File: src/rtl/mips_pkg.sv
// Shared MIPS definitions: opcodes, datapath select encodings, controller states
// and the packed control word driven by the multi-cycle controller.
package mips_pkg;

    localparam logic [5:0] OP_RTYPE = 6'h00;
    localparam logic [5:0] OP_J     = 6'h02;
    localparam logic [5:0] OP_BEQ   = 6'h04;
    localparam logic [5:0] OP_BNE   = 6'h05;
    localparam logic [5:0] OP_ADDI  = 6'h08;
    localparam logic [5:0] OP_ANDI  = 6'h0C;
    localparam logic [5:0] OP_ORI   = 6'h0D;
    localparam logic [5:0] OP_LW    = 6'h23;
    localparam logic [5:0] OP_SW    = 6'h2B;

    localparam logic [2:0] ALU_OP_ADD   = 3'b000;
    localparam logic [2:0] ALU_OP_SUB   = 3'b001;
    localparam logic [2:0] ALU_OP_FUNCT = 3'b010;
    localparam logic [2:0] ALU_OP_AND   = 3'b011;
    localparam logic [2:0] ALU_OP_OR    = 3'b100;

    localparam logic [1:0] ALUSRCB_RT     = 2'b00;
    localparam logic [1:0] ALUSRCB_FOUR   = 2'b01;
    localparam logic [1:0] ALUSRCB_IMM    = 2'b10;
    localparam logic [1:0] ALUSRCB_IMM_SH = 2'b11;

    localparam logic [1:0] PCSRC_ALU    = 2'b00;
    localparam logic [1:0] PCSRC_ALUOUT = 2'b01;
    localparam logic [1:0] PCSRC_JUMP   = 2'b10;

    typedef enum logic [3:0] {
        S_FETCH    = 4'd0,
        S_DECODE   = 4'd1,
        S_RTYPE_EX = 4'd2,
        S_RTYPE_WB = 4'd3,
        S_MEM_ADR  = 4'd4,
        S_MEM_RD   = 4'd5,
        S_MEM_WB   = 4'd6,
        S_MEM_WR   = 4'd7,
        S_ADDI_EX  = 4'd8,
        S_ANDI_EX  = 4'd9,
        S_ORI_EX   = 4'd10,
        S_IMM_WB   = 4'd11,
        S_BRANCH   = 4'd12,
        S_JUMP     = 4'd13,
        S_ILLEGAL  = 4'd14
    } state_e;

    typedef struct packed {
        logic       pc_write;
        logic       pc_write_cond;
        logic       branch_ne;
        logic       iord;
        logic       mem_read;
        logic       mem_write;
        logic       ir_write;
        logic       mem_to_reg;
        logic       reg_dst;
        logic       reg_write;
        logic       alu_src_a;
        logic [1:0] alu_src_b;
        logic [2:0] alu_op;
        logic [1:0] pc_src;
        logic       illegal_op;
    } ctrl_t;

    localparam int CTRL_W = $bits(ctrl_t);

endpackage

File: src/rtl/mc_output_decode.sv
// State -> control-word decoder for the multi-cycle controller; write enables are
// suppressed while reset is high and the FETCH loads wait on mem_ready.
module mc_output_decode
    import mips_pkg::*;
#(
    parameter int STATE_W = 4
) (
    input  logic [STATE_W-1:0] state,
    input  logic [5:0]         op_code,
    input  logic               mem_ready,
    input  logic               reset,
    output logic [CTRL_W-1:0]  ctrl
);

    ctrl_t c;

    always_comb begin
        c = '0;
        case (state)
            STATE_W'(S_FETCH): begin
                c.mem_read  = 1'b1;
                c.alu_src_b = ALUSRCB_FOUR;
                c.alu_op    = ALU_OP_ADD;
                c.pc_src    = PCSRC_ALU;
                c.ir_write  = mem_ready;
                c.pc_write  = mem_ready;
            end
            STATE_W'(S_DECODE): begin
                c.alu_src_b = ALUSRCB_IMM_SH;
                c.alu_op    = ALU_OP_ADD;
            end
            STATE_W'(S_RTYPE_EX): begin
                c.alu_src_a = 1'b1;
                c.alu_src_b = ALUSRCB_RT;
                c.alu_op    = ALU_OP_FUNCT;
            end
            STATE_W'(S_RTYPE_WB): begin
                c.reg_write = 1'b1;
                c.reg_dst   = 1'b1;
            end
            STATE_W'(S_MEM_ADR): begin
                c.alu_src_a = 1'b1;
                c.alu_src_b = ALUSRCB_IMM;
                c.alu_op    = ALU_OP_ADD;
            end
            STATE_W'(S_MEM_RD): begin
                c.mem_read = 1'b1;
                c.iord     = 1'b1;
            end
            STATE_W'(S_MEM_WB): begin
                c.reg_write  = 1'b1;
                c.mem_to_reg = 1'b1;
            end
            STATE_W'(S_MEM_WR): begin
                c.mem_write = 1'b1;
                c.iord      = 1'b1;
            end
            STATE_W'(S_ADDI_EX), STATE_W'(S_ANDI_EX), STATE_W'(S_ORI_EX): begin
                c.alu_src_a = 1'b1;
                c.alu_src_b = ALUSRCB_IMM;
                if (state == STATE_W'(S_ANDI_EX))
                    c.alu_op = ALU_OP_AND;
                else if (state == STATE_W'(S_ORI_EX))
                    c.alu_op = ALU_OP_OR;
                else
                    c.alu_op = ALU_OP_ADD;
            end
            STATE_W'(S_IMM_WB): begin
                c.reg_write = 1'b1;
            end
            STATE_W'(S_BRANCH): begin
                c.alu_src_a     = 1'b1;
                c.alu_src_b     = ALUSRCB_RT;
                c.alu_op        = ALU_OP_SUB;
                c.pc_write_cond = 1'b1;
                c.pc_src        = PCSRC_ALUOUT;
                c.branch_ne     = (op_code == OP_BNE);
            end
            STATE_W'(S_JUMP): begin
                c.pc_write = 1'b1;
                c.pc_src   = PCSRC_JUMP;
            end
            STATE_W'(S_ILLEGAL): begin
                c.illegal_op = 1'b1;
            end
            default: c = '0;
        endcase

        // Reset may land mid-access; no architectural write may escape that cycle.
        if (reset) begin
            c.ir_write      = 1'b0;
            c.pc_write      = 1'b0;
            c.pc_write_cond = 1'b0;
            c.reg_write     = 1'b0;
            c.mem_write     = 1'b0;
        end
    end

    assign ctrl = c;

endmodule

File: src/rtl/multicycle_control.sv
// Multi-cycle MIPS main controller: state register and next-state logic, with the
// control word decoded from the current state by mc_output_decode.
module multicycle_control
    import mips_pkg::*;
#(
    parameter int STATE_W       = 4,
    parameter bit MEM_HANDSHAKE = 1'b1
) (
    input  logic               clk,
    input  logic               reset,
    input  logic [5:0]         op_code,
    input  logic               mem_ready,
    output logic               pc_write,
    output logic               pc_write_cond,
    output logic               branch_ne,
    output logic               iord,
    output logic               mem_read,
    output logic               mem_write,
    output logic               ir_write,
    output logic               mem_to_reg,
    output logic               reg_dst,
    output logic               reg_write,
    output logic               alu_src_a,
    output logic [1:0]         alu_src_b,
    output logic [2:0]         alu_op,
    output logic [1:0]         pc_src,
    output logic               illegal_op,
    output logic [STATE_W-1:0] state_dbg
);

    logic [STATE_W-1:0] state_q, state_d;
    logic               mem_rdy;
    logic [CTRL_W-1:0]  ctrl_bits;
    ctrl_t              ctrl;

    assign mem_rdy = MEM_HANDSHAKE ? mem_ready : 1'b1;

    always_comb begin
        state_d = STATE_W'(S_FETCH);
        case (state_q)
            STATE_W'(S_FETCH):    state_d = mem_rdy ? STATE_W'(S_DECODE) : STATE_W'(S_FETCH);
            STATE_W'(S_DECODE): begin
                case (op_code)
                    OP_RTYPE:      state_d = STATE_W'(S_RTYPE_EX);
                    OP_LW, OP_SW:  state_d = STATE_W'(S_MEM_ADR);
                    OP_ADDI:       state_d = STATE_W'(S_ADDI_EX);
                    OP_ANDI:       state_d = STATE_W'(S_ANDI_EX);
                    OP_ORI:        state_d = STATE_W'(S_ORI_EX);
                    OP_BEQ, OP_BNE: state_d = STATE_W'(S_BRANCH);
                    OP_J:          state_d = STATE_W'(S_JUMP);
                    default:       state_d = STATE_W'(S_ILLEGAL);
                endcase
            end
            STATE_W'(S_RTYPE_EX): state_d = STATE_W'(S_RTYPE_WB);
            STATE_W'(S_MEM_ADR):  state_d = (op_code == OP_LW) ? STATE_W'(S_MEM_RD) : STATE_W'(S_MEM_WR);
            STATE_W'(S_MEM_RD):   state_d = mem_rdy ? STATE_W'(S_MEM_WB) : STATE_W'(S_MEM_RD);
            STATE_W'(S_MEM_WR):   state_d = mem_rdy ? STATE_W'(S_FETCH) : STATE_W'(S_MEM_WR);
            STATE_W'(S_ADDI_EX), STATE_W'(S_ANDI_EX), STATE_W'(S_ORI_EX):
                                  state_d = STATE_W'(S_IMM_WB);
            default:              state_d = STATE_W'(S_FETCH);
        endcase
    end

    always_ff @(posedge clk) begin
        if (reset)
            state_q <= STATE_W'(S_FETCH);
        else
            state_q <= state_d;
    end

    mc_output_decode #(
        .STATE_W (STATE_W)
    ) u_decode (
        .state     (state_q),
        .op_code   (op_code),
        .mem_ready (mem_rdy),
        .reset     (reset),
        .ctrl      (ctrl_bits)
    );

    assign ctrl          = ctrl_t'(ctrl_bits);
    assign pc_write      = ctrl.pc_write;
    assign pc_write_cond = ctrl.pc_write_cond;
    assign branch_ne     = ctrl.branch_ne;
    assign iord          = ctrl.iord;
    assign mem_read      = ctrl.mem_read;
    assign mem_write     = ctrl.mem_write;
    assign ir_write      = ctrl.ir_write;
    assign mem_to_reg    = ctrl.mem_to_reg;
    assign reg_dst       = ctrl.reg_dst;
    assign reg_write     = ctrl.reg_write;
    assign alu_src_a     = ctrl.alu_src_a;
    assign alu_src_b     = ctrl.alu_src_b;
    assign alu_op        = ctrl.alu_op;
    assign pc_src        = ctrl.pc_src;
    assign illegal_op    = ctrl.illegal_op;
    assign state_dbg     = state_q;

endmodule

File: config.mk
export PLATFORM = sky130hd
export DESIGN_NAME = multicycle_control
export DESIGN_NICKNAME = d
export VERILOG_FILES = /design/src/rtl/mips_pkg.sv /design/src/rtl/mc_output_decode.sv /design/src/rtl/multicycle_control.sv
export SDC_FILE = /design/constraint.sdc
export NUM_CORES = 1
export LEC_CHECK = 0
export ABC_AREA = 1
export CAP_MARGIN = 20
export CORE_ASPECT_RATIO = 0.75
export CORE_MARGIN = 3
export CORE_UTILIZATION = 35
export CTS_CLUSTER_DIAMETER = 50
export DETAILED_ROUTE_END_ITERATION = 12
export GPL_ROUTABILITY_DRIVEN = 0
export PLACE_DENSITY = 0.7
export SKIP_LAST_GASP = 1
export SLEW_MARGIN = 20
export SYNTH_ARGS = -nofsm -noshare
export SYNTH_HDL_FRONTEND = slang
export SYNTH_HIERARCHICAL = 1
export SYNTH_SLANG_ARGS = --single-unit
File: constraint.sdc
create_clock -name clk -period 1.6 [get_ports clk]
set_input_delay 0.4 -clock clk [delete_from_list [all_inputs] [get_ports clk]]
set_output_delay 0.4 -clock clk [all_outputs]
set_load 0.01 [all_outputs]
-- Word level (Yosys, flattened, before mapping)
Index checks and enable logic that the tools add are counted.
- output and inout bits: 23
- register bits: 4
- muxes and demuxes: 24
- reduce and logical (&&, ||, !) cells: 9
- eq/ne operators: 22
- operators with widths (operator ; number):
    $pmux 4 s7 ; 2
    $pmux 5 s6 ; 1
    $eq 4x4->1 const B ; 7
    $eq 6x4->1 const B ; 3
    $eq 4x3->1 const B ; 4
    $eq 6x3->1 const B ; 2
    $eq 6x6->1 const B ; 2
    $mux 1 ; 11
    $mux 2 ; 5
    $mux 3 ; 3
    $eq 4x2->1 const B ; 2
    $reduce_or 2->1 ; 4
    $eq 6x2->1 const B ; 1
    $logic_not 6->1 ; 1
    $reduce_or 3->1 ; 2
    $reduce_or 6->1 ; 1
    $eq 4x1->1 const B ; 1
    $logic_not 4->1 ; 1
    $pmux 2 s2 ; 1
    $pmux 1 s2 ; 1

-- Logic depth before layout (Yosys ltp)
- word-level depth: 4
- depth in mapped cells: 10

-- Cells and area by module
The synthesis kept the hierarchy.
- modules (own cells, without submodules) (module ; cells each ; sequential area each (um^2) ; times used ; area each (um^2)):
    multicycle_control ; 76 ; 80.1 ; 1 ; 419.2
    mc_output_decode ; 58 ; 0.0 ; 1 ; 254.0

-- Worst setup path before layout
No wires, ideal clock.
- kind: reg-to-output
- from: register state_q[2], in the netlist state_dbg[2]
- to: output mem_write
- slack: 156 ps
- required time: 1200 ps
- path buffers: 0
- cell stages (with the launch flop): 5
- arrival time: 1044 ps
- path through: dfxtp_1 inv_1 nor2_2 inv_1 nor3_1
- longest elaborated chain between the ends: 3
- RTL lines (what ; line ; text):
    start, declared ; multicycle_control.sv:31 ; logic [STATE_W-1:0] state_q, state_d;
    start signal, assigned ; multicycle_control.sv:66 ; state_q <= STATE_W'(S_FETCH);
    start signal, assigned ; multicycle_control.sv:68 ; state_q <= state_d;
    $eq 4x3->1 ; mc_output_decode.sv:19 ; case (state)
    $mux 1 ; mc_output_decode.sv:19 ;
    $mux 2 ; mc_output_decode.sv:90 ; if (reset) begin
    end, declared ; multicycle_control.sv:18 ; output logic mem_write,
Every way passes these cells.

-- Final worst setup path
- from: register state_q[2], in the netlist state_dbg[2]
- to: output reg_write
- longest elaborated chain between the ends: 4
- elaborated cells between the ends (all ways): 6
- classes of those cells: eq/ne (3); mux (2); reduce/logical (1)
- RTL lines (what ; line ; text):
    $eq 4x2->1 (tied with other cells) ; mc_output_decode.sv:19 ;
    $reduce_or 3->1 (no source line) * ; n/a ;
    $mux 1 * ; mc_output_decode.sv:19 ;
    $mux 1 * ; mc_output_decode.sv:90 ;
    end, declared ; multicycle_control.sv:22 ; output logic reg_write,
Mark *: on every way between the ends. The rest lies on a longest branch, timed or not.

==> results.toml <==
[timing]
skew_ps = 8.60
report.final.hold_viol_count = 0
max_freq_ghz = 0.615
finalCritPeriodShare = 1.02
fin_crit_ps = 1630
rsz0062_at_grt = "true"
setup_slack_ps = -26.0
relSlewSlack = 0.763
slew_violations = 0
finalSetupViolCount = 6
worst_pin_slew_ps = 351

[final_layout]
n_antenna_cell = 0
utilization = 0.705
fin_nets = 208
drive_above_1_share = 0.462
largest_reg_flops = 4
n_fill_cell = 163
area_growth_pct = 85.7

[pwr]
intPower_uw = 948
peakVddDrop_uv = 1230
swShare = 0.513
p_clk_frac = 0.066
p_leak_nw = 0.745
power_frac_comb = 0.787
p_switching_mw = 1.00
powerDensity_nw_per_um2 = 1560
seqPwrFrac = 0.147

[yosys]
synth.avg_cell_area_um2 = 5.02
yosysWarnings = 6
synth_edf_count = 0
mappedNetlistArea_um2 = 673
muxShareOfSynthArea = 0
syn_nets = 143
yosys_register_bits = 4
yosysMostFrequentCell = "nand2_1"
synth-simple-area-share = 0.639
synth_cell_type_count = 18
synth_largest_area_cell = "nand2_1"
synth_xor_area_frac = 0
synth_compound_area_frac = 0.0855
ys.flop_type = "dfxtp_1"
yosysSeqAreaShare = 0.119
synthArstFlopShare = 0
synth_top_area_share = 0.201
synthCells = 134
synth_common_cells = "nand2_1 (36), nor2_1 (23), inv_1 (22)"
synth-adder-area-share = 0
synth_area_leaders = "nand2_1 (20%), nor2_1 (13%), inv_1 (12%)"
synth_top_family_by_area = "simple AND/OR/NAND/NOR gates"

[critical_path]
path_cells = "inv_2 > nor2_4 > buf_4 > nand2_2 > a21oi_2 > buf_2"
arrival_ps = 1230
crit_slowest_cell = "dfxtp_4"
path_max_fanout = 3
worstSetupPathType = "reg -> out"
slowest_delay_ps = 370
end_kind = "output pin"
start_kind = "register"
required_ps = 1200
r2r_setup_slack_ps = 80

[run_status]
status = "finished, violations left"
failed_checks = "setup timing"

[global_route]
grt_pass1_wl_um = 3750
grt_max_degree = 8
grt_pass1_vias = 910
grt_antenna_before_repair = 0
grt_overflow_total = 0
grt_use_total = 0.191

[detailed_routing]
ant_nets = 0
drcViolationCount = 0
wl_per_cell_um = 11.6
via_per_inst = 4.71
vias = 1031
drt_pass1_iterations = 4
drt_wl_total_um = 2550
drt-initial-drc-count = 43

[cts]
numClockSinks = 4
clk_pin_slew_worst_paths_ps = 40
clk_path_buf_depth = 2
cts_tree = "built"
ctsHoldBuffers = 0
cts_htree_levels = 1
cts_made_buffers = 3
clk_latency_ps = 240
cts_root_buf = "clkbuf_4"

[floorplanning]
dieWidth_um = 56.6
core_um2 = 1770
row_count = 13
dieArea_um2 = 2490
start_util = 0.380
die_h_um = 44.0
io_pins = 32

[run]
maxCapViolCount = 0

[place]
dpl.hpwl_um = 1930
pre_cts_ws_ps = -568
io_buffer_count = 31

[min_path]
hp-class = "in -> reg"
-- power groups by stage --
stage	Clock, mW	Sequential (mW)	Combinational [mW]
2_1_floorplan	0	0.275	0.619
3_3_place_gp	0	0.228	1.42
3_5_place_dp	0	0.226	1.45
4_1_cts	0.129	0.264	1.37
5_1_grt	0.145	0.294	1.67
6_report	0.129	0.286	1.53
-- cell usage in the layout (no fill, tap or decap) --
master	Yosys	routed
nor3_1	4	2
nand4_1	2	2
clkbuf_4	0	3
nor3_2	2	3
nor3b_1	1	1
nand2_2	1	4
nor2_2	3	5
nand2_1	36	31
inv_1	22	20
o21ai_2	0	1
buf_6	0	3
clkbuf_2	0	2
a21oi_1	2	2
nor2_1	23	17
nor2_4	3	7
nor3_4	0	1
o21ai_1	3	4
buf_4	0	26
nand3_1	16	15
buf_2	0	18
o21ai_0	3	1
nand2_4	0	2
dlymetal6s2s_1	0	1
dfxtp_4	0	4
dlygate4sd2_1	0	10
nand3_2	1	2
inv_2	6	8
a21oi_2	2	2
-- worst max-delay path: cells and delay by family (launching register included) --
family | cells | cell delay (ps)
AOI/OAI and AO/OA | 1 | 110
and+or+nand+nor | 2 | 190
DFF | 1 | 370
buffers and inverters | 3 | 310
-- layout make-up --
cell class,count,area (um^2),area share
timing repair buffer,60,429,0.343
inverter,28,105,0.0841
sequential,4,95.1,0.0761
clock buffer,3,22.5,0.0180
tap,22,27.5,0.0220
multi-input combinational,102,571,0.456
-- cells by family (layout without fill, tap and decap cells) --
family,Yosys count,after routing
AOI/OAI and AO/OA,10,10
and+or+nand+nor,92,92
DFF,4,4
buffers and inverters,28,91
-- repair_timing --
item,4_1_cts,5_1_grt
resized for setup,98,28
endpoints found under the setup margin,23,22
endpoints found under the hold margin,0,0
buffers inserted,1,2
pin swaps,8,7
-- per-stage QoR --
stage	power, mW	area (um^2)	hold WS (ps)	cells	TNS [ps]
floorplan	0.894	673	462	134	0
global placement	1.65	1210	783	213	-5680
detailed placement	1.67	1210	799	213	-5920
CTS	1.76	1200	690	217	-256
global route	2.11	1250	735	219	-635
finish	1.95	1250	708	219	-87.6
-- routing by layer --
metal / part of all wire / track usage / vias to the layer above
met4: 0.0047 / 0.0284 / 0
li1: - / - / 545
met2: 0.46 / 0.290 / 34
met1: 0.47 / 0.280 / 450
met3: 0.068 / 0.0417 / 2
met5: 0 / 0 / -
-- final timing paths --
check,start,to,depth (start not counted)
hold reg to reg,state_dbg[0],state_dbg[3],4
setup reg to reg,state_dbg[2],state_dbg[1],9
setup / recovery,state_dbg[2],reg_write,6
hold / removal,reset,state_dbg[2],3
No activity file was read; power rests on OpenSTA's default activity.
